--- src/rtl/iterative_mul_add.sv ---
// rtl/iterative_mul_add.sv - sequential signed a*b+c, one multiplier bit per cycle
// Shift-add over the multiplier bits; the sign bit's weight is negative, so the last step subtracts.
module iterative_mul_add #(
    parameter int DATA_WIDTH = 32
) (
    input  logic                  clock,
    input  logic                  reset_n,
    input  logic                  in_valid,
    output logic                  in_ready,
    input  logic [DATA_WIDTH-1:0] in_a,
    input  logic [DATA_WIDTH-1:0] in_b,
    input  logic [DATA_WIDTH-1:0] in_c,
    output logic                  out_valid,
    input  logic                  out_ready,
    output logic [DATA_WIDTH-1:0] out_lo,
    output logic [DATA_WIDTH-1:0] out_hi
);
    localparam int W  = DATA_WIDTH;
    localparam int CW = $clog2(W);
    localparam logic [CW-1:0] LAST = CW'(W - 1);

    typedef enum logic [1:0] {IDLE, BUSY, DONE} state_t;

    state_t          state;
    logic [CW-1:0]   count;
    logic [2*W-1:0]  mcand;
    logic [W-1:0]    mplier;
    logic [2*W-1:0]  acc;
    logic [2*W-1:0]  acc_next;
    logic [2*W-1:0]  result;
    logic            last_step;

    always_comb begin
        last_step = (count == LAST);
        acc_next  = acc;
        if (mplier[0]) begin
            acc_next = last_step ? (acc - mcand) : (acc + mcand);
        end
    end

    // in_ready/out_valid are flops so reset holds in_ready low until the first edge after release.
    always_ff @(posedge clock or negedge reset_n) begin
        if (!reset_n) begin
            state     <= IDLE;
            count     <= '0;
            mcand     <= '0;
            mplier    <= '0;
            acc       <= '0;
            result    <= '0;
            in_ready  <= 1'b0;
            out_valid <= 1'b0;
        end else begin
            case (state)
                IDLE: begin
                    if (in_valid && in_ready) begin
                        state    <= BUSY;
                        count    <= '0;
                        mcand    <= {{W{in_a[W-1]}}, in_a};
                        mplier   <= in_b;
                        acc      <= {{W{in_c[W-1]}}, in_c};
                        in_ready <= 1'b0;
                    end else begin
                        in_ready <= 1'b1;
                    end
                end
                BUSY: begin
                    acc    <= acc_next;
                    mcand  <= mcand << 1;
                    mplier <= mplier >> 1;
                    count  <= count + CW'(1);
                    if (last_step) begin
                        state     <= DONE;
                        result    <= acc_next;
                        out_valid <= 1'b1;
                    end
                end
                DONE: begin
                    if (out_ready) begin
                        state     <= IDLE;
                        out_valid <= 1'b0;
                        in_ready  <= 1'b1;
                    end
                end
                default: begin
                    state     <= IDLE;
                    in_ready  <= 1'b0;
                    out_valid <= 1'b0;
                end
            endcase
        end
    end

    assign out_lo = result[W-1:0];
    assign out_hi = result[2*W-1:W];

endmodule

--- config.mk ---
export PLATFORM = sky130hd
export DESIGN_NAME = iterative_mul_add
export DESIGN_NICKNAME = d
export VERILOG_FILES = /design/src/rtl/iterative_mul_add.sv
export SDC_FILE = /design/constraint.sdc
export NUM_CORES = 1
export LEC_CHECK = 0
export CAP_MARGIN = 20
export CELL_PAD_IN_SITES_DETAIL_PLACEMENT = 0
export CELL_PAD_IN_SITES_GLOBAL_PLACEMENT = 1
export CORE_MARGIN = 2
export CORE_UTILIZATION = 40
export CTS_BUF_LIST = sky130_fd_sc_hd__clkbuf_4
export DETAILED_ROUTE_END_ITERATION = 16
export GPL_TIMING_DRIVEN = 0
export PLACE_DENSITY_LB_ADDON = 0.2
export SYNTH_ARGS = -nofsm -noshare
export SYNTH_HDL_FRONTEND = slang
export SYNTH_SLANG_ARGS = --single-unit
--- constraint.sdc ---
create_clock -name clock -period 4.8 [get_ports clock]
set_input_delay 0.96 -clock clock [delete_from_list [all_inputs] [get_ports clock]]
set_output_delay 0.96 -clock clock [all_outputs]
set_load 0.05 [all_outputs]
==> metrics.md <==
| Metric | Value |
|---|---|
| Sequential fraction of the synthesis area | about two fifths |
| Netlist Area Pre-Place | roughly 0.015 sq mm |
| Root Buffer | clkbuf_4 |
| CTS buffer count | between 60 and 70 |
| Cell row count | between 70 and 80 |
| Clk_lat worst skew | roughly 790 ps |
| Result of the run | finished with violations |
| Fin nets | between 2,000 and 2,500 |
| Sink Count | 233 |
| Crit path time final | between 4000 and 5000 ps |
| CP startpoint kind | flop |
| Final Slew Violations | 0 |
| Area grow syn2layout | 35.4% |
| Slew margin rel. | around 22% |
| Clock skew | 58.9 ps |
| Drt drc | 0 |
| Storage cell area | approximately 0.006 sq mm |
| Die Ht | 198 um |
| RR Endpoint | result[59]$_DFFE_PN0P_ |
| Drt first pass iters | 5 |
| H-tree levels | 3 |
| Leading cell type in the layout, fill and taps excluded | nor2_1 |
| Max Cap Violations | 0 |
| Port bufs | roughly 170 |
| Finished Cell Area | between 0.02 and 0.025 sq mm |
| CP endpoint kind | flop |
| Final GP Congestion | 0.921 |
| Overflow after GRT | 0 |
| Highest Clock Rate | roughly 200 MHz |
| Critical Path, Cell by Cell | or4_4 > nor4_4 > nand2_2 > nor3_4 > nand2b_4 > buf_6 > nor3_4 > nor2_2 > xnor2_2 > ha_4 > a21o_1 > a21o_1 > a211o_1 > a211o_1 > a211o_1 > and2_4 > or4_4 > nand4_4 > o21ai_2 |
| Crit path from | mcand[8]$_DFFE_PN0P_ |
| GRT Total Usage | a little under a third |
| Instance area after placement | about 0.017 sq mm |
| Die Area | about 0.04 sq mm |
| Post-synth EDFFs | 0 |
| Iteration-0 DRC Markers | about 1,300 |
| Worst path arrival time | 5600 ps |
| Crit path kind | reg -> reg |
| Dpl cells | ~2,400 |
| CTS tree | built |
| Post-synth top flop | dfrtp_1 |
| Worst reg2reg path depth | 19 |
| Top post-synthesis cells by area | dfrtp_1 (39%), nor2_1 (6.5%), a21oi_1 (5.6%) |
| CTS max path bufs | 3 |
| Cell variety after synth | 76 |
| Final worst slack | -169 ps |
| Number of fillers in the final layout | roughly 3,500 |
| Die width | a little under 200 um |
| Drt via density | between 5 and 6 |
| Post-Route WL | between 60,000 and 70,000 um |
| Most frequent CP cell | a211o_1 |
| RSZ-0062 raised after global routing | true |
| Initial antenna violation count | 1 |
| ANT nets after route | 0 |
| Via count | ~15,000 |
| Worst Hold Class | in -> async |
| Share of the synthesized area in the top cell type | 38.7% |
| Final setup vio count | 25 |
| Pre-CTS setup slack | -1910 ps |
| Footprint of the multi-input gates | approximately 0.010 sq mm |
| Core Box Area | approximately 0.037 sq mm |
| First-pass GRT wire length | between 80,000 and 90,000 um |
| Synthesized area per cell | approximately 8.5 sq um |
| Post-synth top area cell | dfrtp_1 |
| Post-synth ARST share | 100% |
| Dpl hpwl | 44,400 um |
| Final std cells w/o fill | 2,630 |
| Largest net degree at the start of global routing | 89 |
| Ports | around 170 |
| Hold WS | ~150 ps |
| Share of layout cells above drive strength 1 | 20.1% |
| Vias in the first global route | between 10,000 and 15,000 |
| Crit-path max FO | 6 |
| Clock transition at path regs | around 60 ps |
| Post-synth net total | 1,936 |
| Failing checks | setup timing |
| Final period util | 104% |
| #FFs+latches synth | approximately 230 |
| YS warnings | 0 |
| # hold bufs at CTS | 0 |
| Setup slack, reg-to-reg | -170 ps |
| Most frequent cells in the layout | nor2_1 (251), dfrtp_1 (226), clkdlybuf4s50_1 (164), a21oi_1 (130), nand2_1 (124) |
| Final hold vios | 0 |
| Initial Utilization | about two fifths |
| Crit-path max cell delay | ~570 ps |
| Worst-margin pin slew | approximately 1200 ps |
| Mean routed wirelength per cell | around 23 um |
| Required time worst endpoint | ~5400 ps |
| Crit path max-delay cell type | or4_4 |
| Synth Instances | between 1,500 and 2,000 |
| Crit Reg-Reg Startpoint | mcand[8]$_DFFE_PN0P_ |
==> logic make-up after synthesis <==
kind of cell	Yosys count	synth area share, %
adder cells (fa/ha/maj)	67	5.61
AO/OA/AOI/OAI	589	25.1
AND/OR/NAND/NOR	569	17.2
buffers and inverters	151	3.83
flip-flops	233	38.7
multiplexers	39	2.60
XOR/XNOR	121	7.03
==> synth_stat cells, types with 11 or more instances <==
library cell and number:
nand3_1 16, clkbuf_1 100, o21ai_0 104, o21bai_1 17
dfrtp_1 233, nand4_1 25, xnor2_1 88, a21o_1 41
mux2i_1 38, buf_1 19, a22oi_1 17, and3_1 19
nor2_1 261, ha_1 66, o21ai_1 26, inv_1 28
or3_1 16, nand2b_1 11, a21oi_1 168, nor3_1 38
nor4_1 17, nand2_1 128, xor2_1 33, a22o_1 11
a221o_1 36, o22ai_1 68, a31oi_1 23
==> worst max-delay path: cells and delay by family, from the launching register on <==
kind / cells / cell delay [ps]
AOI/OAI and AO/OA: 6 / 1240
xor gates and xnor gates: 1 / 260
adders and majority gates: 1 / 260
buffers and inverters: 1 / 130
DFF: 1 / 430
and+or+nand+nor: 10 / 2500
==> metal layers <==
layer / routed length [um] / vias up / track usage [%]
met5: 0 / - / 0
met4: 1380 / 0 / 10.1
met3: 3900 / 86 / 5.31
met2: 26500 / 520 / 46.0
met1: 28300 / 7497 / 44.0
li1: - / 7073 / -
==> what timing repair did <==
| action | 4_1_cts | 5_1_grt |
|---|---|---|
| cloned | 0 | 0 |
| setup endpoints to repair | 116 | 67 |
| pin swaps | 91 | 56 |
| resized for setup | 181 | 114 |
| setup buffers | 63 | 22 |
==> sequential cells by signal, indices dropped and copies added (netlist names) <==
signal,cells
mcand,64
in_ready,1
out_valid,1
result,64
mplier,32
count,5
acc,64
state,2
==> worst max path at each step <==
stage          depth (start not counted)  slack (ps)                      to
2_1_floorplan                         20          50     acc[59]$_DFFE_PN0P_
3_3_place_gp                           1       -7320     acc[57]$_DFFE_PN0P_
3_5_place_dp                          18       -1910     acc[62]$_DFFE_PN0P_
4_1_cts                               20        -160  result[60]$_DFFE_PN0P_
5_1_grt                               19        -250     acc[60]$_DFFE_PN0P_
6_report                              19        -170  result[59]$_DFFE_PN0P_
==> final cells by class <==
type	instances	share of cell area, %
tap	511	3.13
clock buffer	99	3.64
multi-input combinational	1385	49.0
buffer	100	2.09
inverter	28	0.515
antenna	1	0.0123
sequential	233	28.6
clock inverter	23	1.24
timing repair buffer	250	11.8
==> stage by stage <==
| stage | util (%) | setup TNS, ps |
|---|---|---|
| after detailed placement | 46.7 | -98360 |
| final | 54.6 | -2450 |
| after global placement | 46.5 | -1803470 |
| after global routing | 54.6 | -5400 |
| after floorplan | - | 0 |
| after CTS | 52.7 | -1440 |
Power of run 1 is left out: the tool's default activity adds up to more than one toggle a clock period on the data nets, which glitch-free logic cannot reach.
==> edit 1: new RTL, config.mk and constraints unchanged <==
`DATA_WIDTH`: 32 -> 16.
--- a/src/rtl/iterative_mul_add.sv
+++ b/src/rtl/iterative_mul_add.sv
@@ -2,5 +2,5 @@
 // Shift-add over the multiplier bits; the sign bit's weight is negative, so the last step subtracts.
 module iterative_mul_add #(
-    parameter int DATA_WIDTH = 32
+    parameter int DATA_WIDTH = 16
 ) (
     input  logic                  clock,
Ports: changed (5 resized); port bits go from 166 to 86. No check against the original RTL was run, so the function may have changed too.
==> edit 1 against the original RTL <==
Core utilization decreased by 5.7 points. Design area is 56% lower. Largest cell class unchanged. Routed wire length down 62%. Synthesized cell count decreased by 48%. Critical path type unchanged. Critical path depth fell by 1. Area after synthesis down 50%. Critical endpoint is now acc[31]. Sequential share of layout area grew 4.5 points. Global-route usage fell by 6.6 points. Via count shrank 54%. Sequential cell count is 113 lower. Worst setup slack better by 440 ps.
Power is left out: the tool's default activity adds up to more than one toggle a clock period on the data nets, which glitch-free logic cannot reach.
==> edit 1: results (changes against the original RTL) <==
- Status: finished, final reports clean
- Cell variety after synth: 61 (-20%)
- Largest regs: acc (32), mcand (32), result (32)
- DR pass1 iterations: 7 (+2)
- Setup crit end: acc[31]
- DP Area: 0.00869 sq mm (-50%)
- Crit Reg-Reg Startpoint: mcand[4]
- CP Max Fanout: 5 (-1)
- CP max-delay cell: dfrtp_1
- Fillers: 1,879 (-47%)
- Non-clk invs: 13 (-54%)
- Post-Synth XOR/XNOR Area: 6.51% (-0.52 points)
- Final wirelength: 23,100 um (-62%)
- Global-route wire length before repair: 36,700 um (-59%)
- Synth area leaders: dfrtp_1 40%, nand2_1 8.1%, o21ai_0 6.4%
- Worst Tran Pin Value: 927 ps (-250 ps)
- Min Hold Slack: 297 ps (+146 ps)
- Synth top area share: 39.9% (+1.3 points)
- Worst Clk Skew: 21.2 ps (-37.7 ps)
- CTS max path bufs: 2 (-1)
- Clkbuf count: 17 (-83%)
- Share of post-route cells with drive strength above 1: 5.92% (-14 points)
- H-tree level count: 4 (+1)
- Fin area: 0.00908 sq mm (-56%)
- Clk pin slew, worst setup/hold paths: 120 ps (+60 ps)
- Commonest cells in the netlist: 162 x nand2_1, 120 x dfrtp_1, 96 x o21ai_0
- Routed WL per cell: 18.3 um (-20%)
- Non-clk buf share: 12.1% (-1.8 points)
- IO Port Bufs: 85 (-48%)
- Non-Clock Buffer Count: 141 (-60%)
- Cells after DPL: 1,232 (-50%)
- Minimum clock period: 4530 ps (-441 ps)
- Slowest stage delay, CP: 460 ps (-110 ps)
- Vias in the first global route: 6,695 (-54%)
- Mux contribution to synthesized area: 2.81% (+0.22 points)
- Initial DRC count: 645 (-50%)
- Critical path arrival: 4980 ps (-620 ps)
- Final #Nets: 1,104 (-51%)
- Pin count of the biggest net entering global routing: 80 (-10%)
- Net Count, Synth: 998 (-48%)
- Adder-Cell Fraction of Synth Area: 5.76% (+0.15 points)
- Synth Area in Compound Gates: 22.9% (-2.2 points)
- Setup WS pre-CTS: -188 ps (+1720 ps)
- Clock-cell share: 3.16% (-1.7 points)
- R2R Setup Slk: 270 ps (+440 ps)
- GP Congestion: 0.891 (-3.2%)
- Yosys reg bits: 120 (-48%)
- Area grow syn2layout: 20.8%
- Drt via density: 5.48 (-5.0%)
- Post-Synthesis Cells: 912 (-48%)
edit 1: changes by cell type in the layout (fill, tap and decap cells not counted), moves of 31 or more:
cell / before / now
nor2_1: 251 / 92
dfrtp_1: 226 / 120
clkbuf_4: 99 / 17
clkdlybuf4s50_1: 164 / 84
buf_4: 71 / 2
o22ai_1: 68 / 7
a21oi_1: 130 / 91
nand2_1: 124 / 162
a221o_1: 36 / 0
xnor2_2: 32 / 1
edit 1: repair_timing:
action	4_1_cts	5_1_grt
endpoints found under the setup margin	6	13
resized for setup	6	17
gates cloned	0	0
pin swaps	0	2
setup buffers	0	2
edit 1: per-layer routing:
metal / global-route usage (%) / vias up / wire length (um)
li1: - / 3418 / -
met5: 0 / - / 0
met2: 36.5 / 209 / 10200
met1: 34.8 / 3282 / 11300
met4: 7.79 / 0 / 451
met3: 3.46 / 27 / 1120
==> edit 2: new RTL, same settings <==
Made on the original files. Re-encode `state_t` (3 states) as one-hot, 3 bits wide.
--- a/src/rtl/iterative_mul_add.sv
+++ b/src/rtl/iterative_mul_add.sv
@@ -20,5 +20,5 @@
     localparam logic [CW-1:0] LAST = CW'(W - 1);
 
-    typedef enum logic [1:0] {IDLE, BUSY, DONE} state_t;
+    typedef enum logic [2:0] {IDLE = 3'b001, BUSY = 3'b010, DONE = 3'b100} state_t;
 
     state_t          state;
Check against the original RTL: same outputs for any inputs over 4 cycles, from zero or initial values and one cycle with reset_n low; so few cycles prove little.
==> edit 2 against the original RTL <==
The flow still finishes with violations (negative setup slack). Critical path type unchanged. Area after synthesis increased by 0.75%. Worst setup slack got worse by 280 ps. Count of clock-buffer cells in the layout increased by 3. Core utilization decreased by 0.30 points. Maximum frequency decreased by 5.4%. Via count increased by 1.6%. Routed wire length decreased by 5.3%. Design area about the same. Critical path depth unchanged. Sequential cell count increased by 1.
==> edit 2: results (changes against the original RTL) <==
- Status: finished, violations left
- Failing checks: negative setup slack
- Net Count, Synth: 1,995 (+3.0%)
- Fin area: 0.0204 sq mm (about the same)
- Final #Nets: 2,302 (+3.1%)
- Initial DRC count: 1,466 (+13%)
- Pin count of the biggest net entering global routing: 113 (+27%)
- Dpl hpwl: 42,200 um (-4.9%)
- Post-cts resize count: 193 (+6.6%)
- Critical path arrival: 5890 ps (+290 ps)
- Metal3 WL: 4470 um (+15%)
- Min Hold Slack: 480 ps (+329 ps)
- Post-CTS Setup Repair Bufs: 62 (-1.6%)
- Post-Synthesis Cells: 1,828 (+3.3%)
- Worst Clk Skew: 73.6 ps (+14.7 ps)
- Footprint of the multi-input gates: 0.0100 sq mm (-0.12%)
- Commonest cells in the netlist: 233 x dfrtp_1, 221 x nor2_1, 205 x a21oi_1
- Worst Tran Pin Value: 1140 ps (-36.5 ps)
- DIE WIDTH: 199 um (+0.37%)
- Gr usage total: 28.8% (-1.7 points)
- Post-synthesis sequential area ratio: 38.6% (-0.11 points)
- Fillers: 3,615 (+2.3%)
- CP Launch Point: mcand[15]
- Setup violations, final: 34 (+36%)
- Drt via density: 5.72 (-0.90%)
- Setup TNS: -5380 ps (-2930 ps)
- Met1 wire length: 26,500 um (-6.2%)
- Vias in the first global route: 14,794 (+0.57%)
- Cell variety after synth: 78 (+2.6%)
- Global-route wire length before repair: 86,200 um (-3.3%)
- CP Max Fanout: 5 (-1)
- Antenna cell count: 3 (+2)
- CTS Buf Count: 69 (+1.5%)
- Final wirelength: 56,800 um (-5.3%)
- Share of post-route cells with drive strength above 1: 19.5% (-0.60 points)
- Final worst slack: -452 ps (-283 ps)
- Cells after DPL: 2,506 (+2.3%)
- Min-delay worst type: flip-flop to flip-flop
- Routed WL per cell: 21.1 um (-7.7%)
- Synth area leaders: dfrtp_1 38%, a21oi_1 6.8%, nor2_1 5.5%
- Share of cell area taken by flip-flops and latches: 28.7% (+0.15 points)
-- edit 2: cell types whose count changed in the layout (fill, tap and decap cells not counted), sizes merged, moves of 9 or more --
cell | before | now
nor2 | 261 | 221
a221o | 36 | 10
a22o | 11 | 0
a211oi | 7 | 20
nand2 | 129 | 193
a21boi | 1 | 10
o21ai | 131 | 160
clkbuf | 176 | 189
a21oi | 170 | 205
a21o | 41 | 17
-- edit 2: cell families after synthesis --
group	after synthesis	synth area share [%]
AO/OA/AOI/OAI	601	23.7
AND/OR/NAND/NOR	600	18.2
flip-flops	234	38.6
buffers and inverters	160	4.08
XOR/XNOR	121	6.98
adder cells (fa/ha/maj)	67	5.57
multiplexers	45	2.96
-- edit 2: layer usage --
layer  global-route usage, %  vias up
met5                       0        -
met4                    8.90        0
met3                    7.31       78
met2                    42.9      538
met1                    40.9     7570
li1                        -     7236
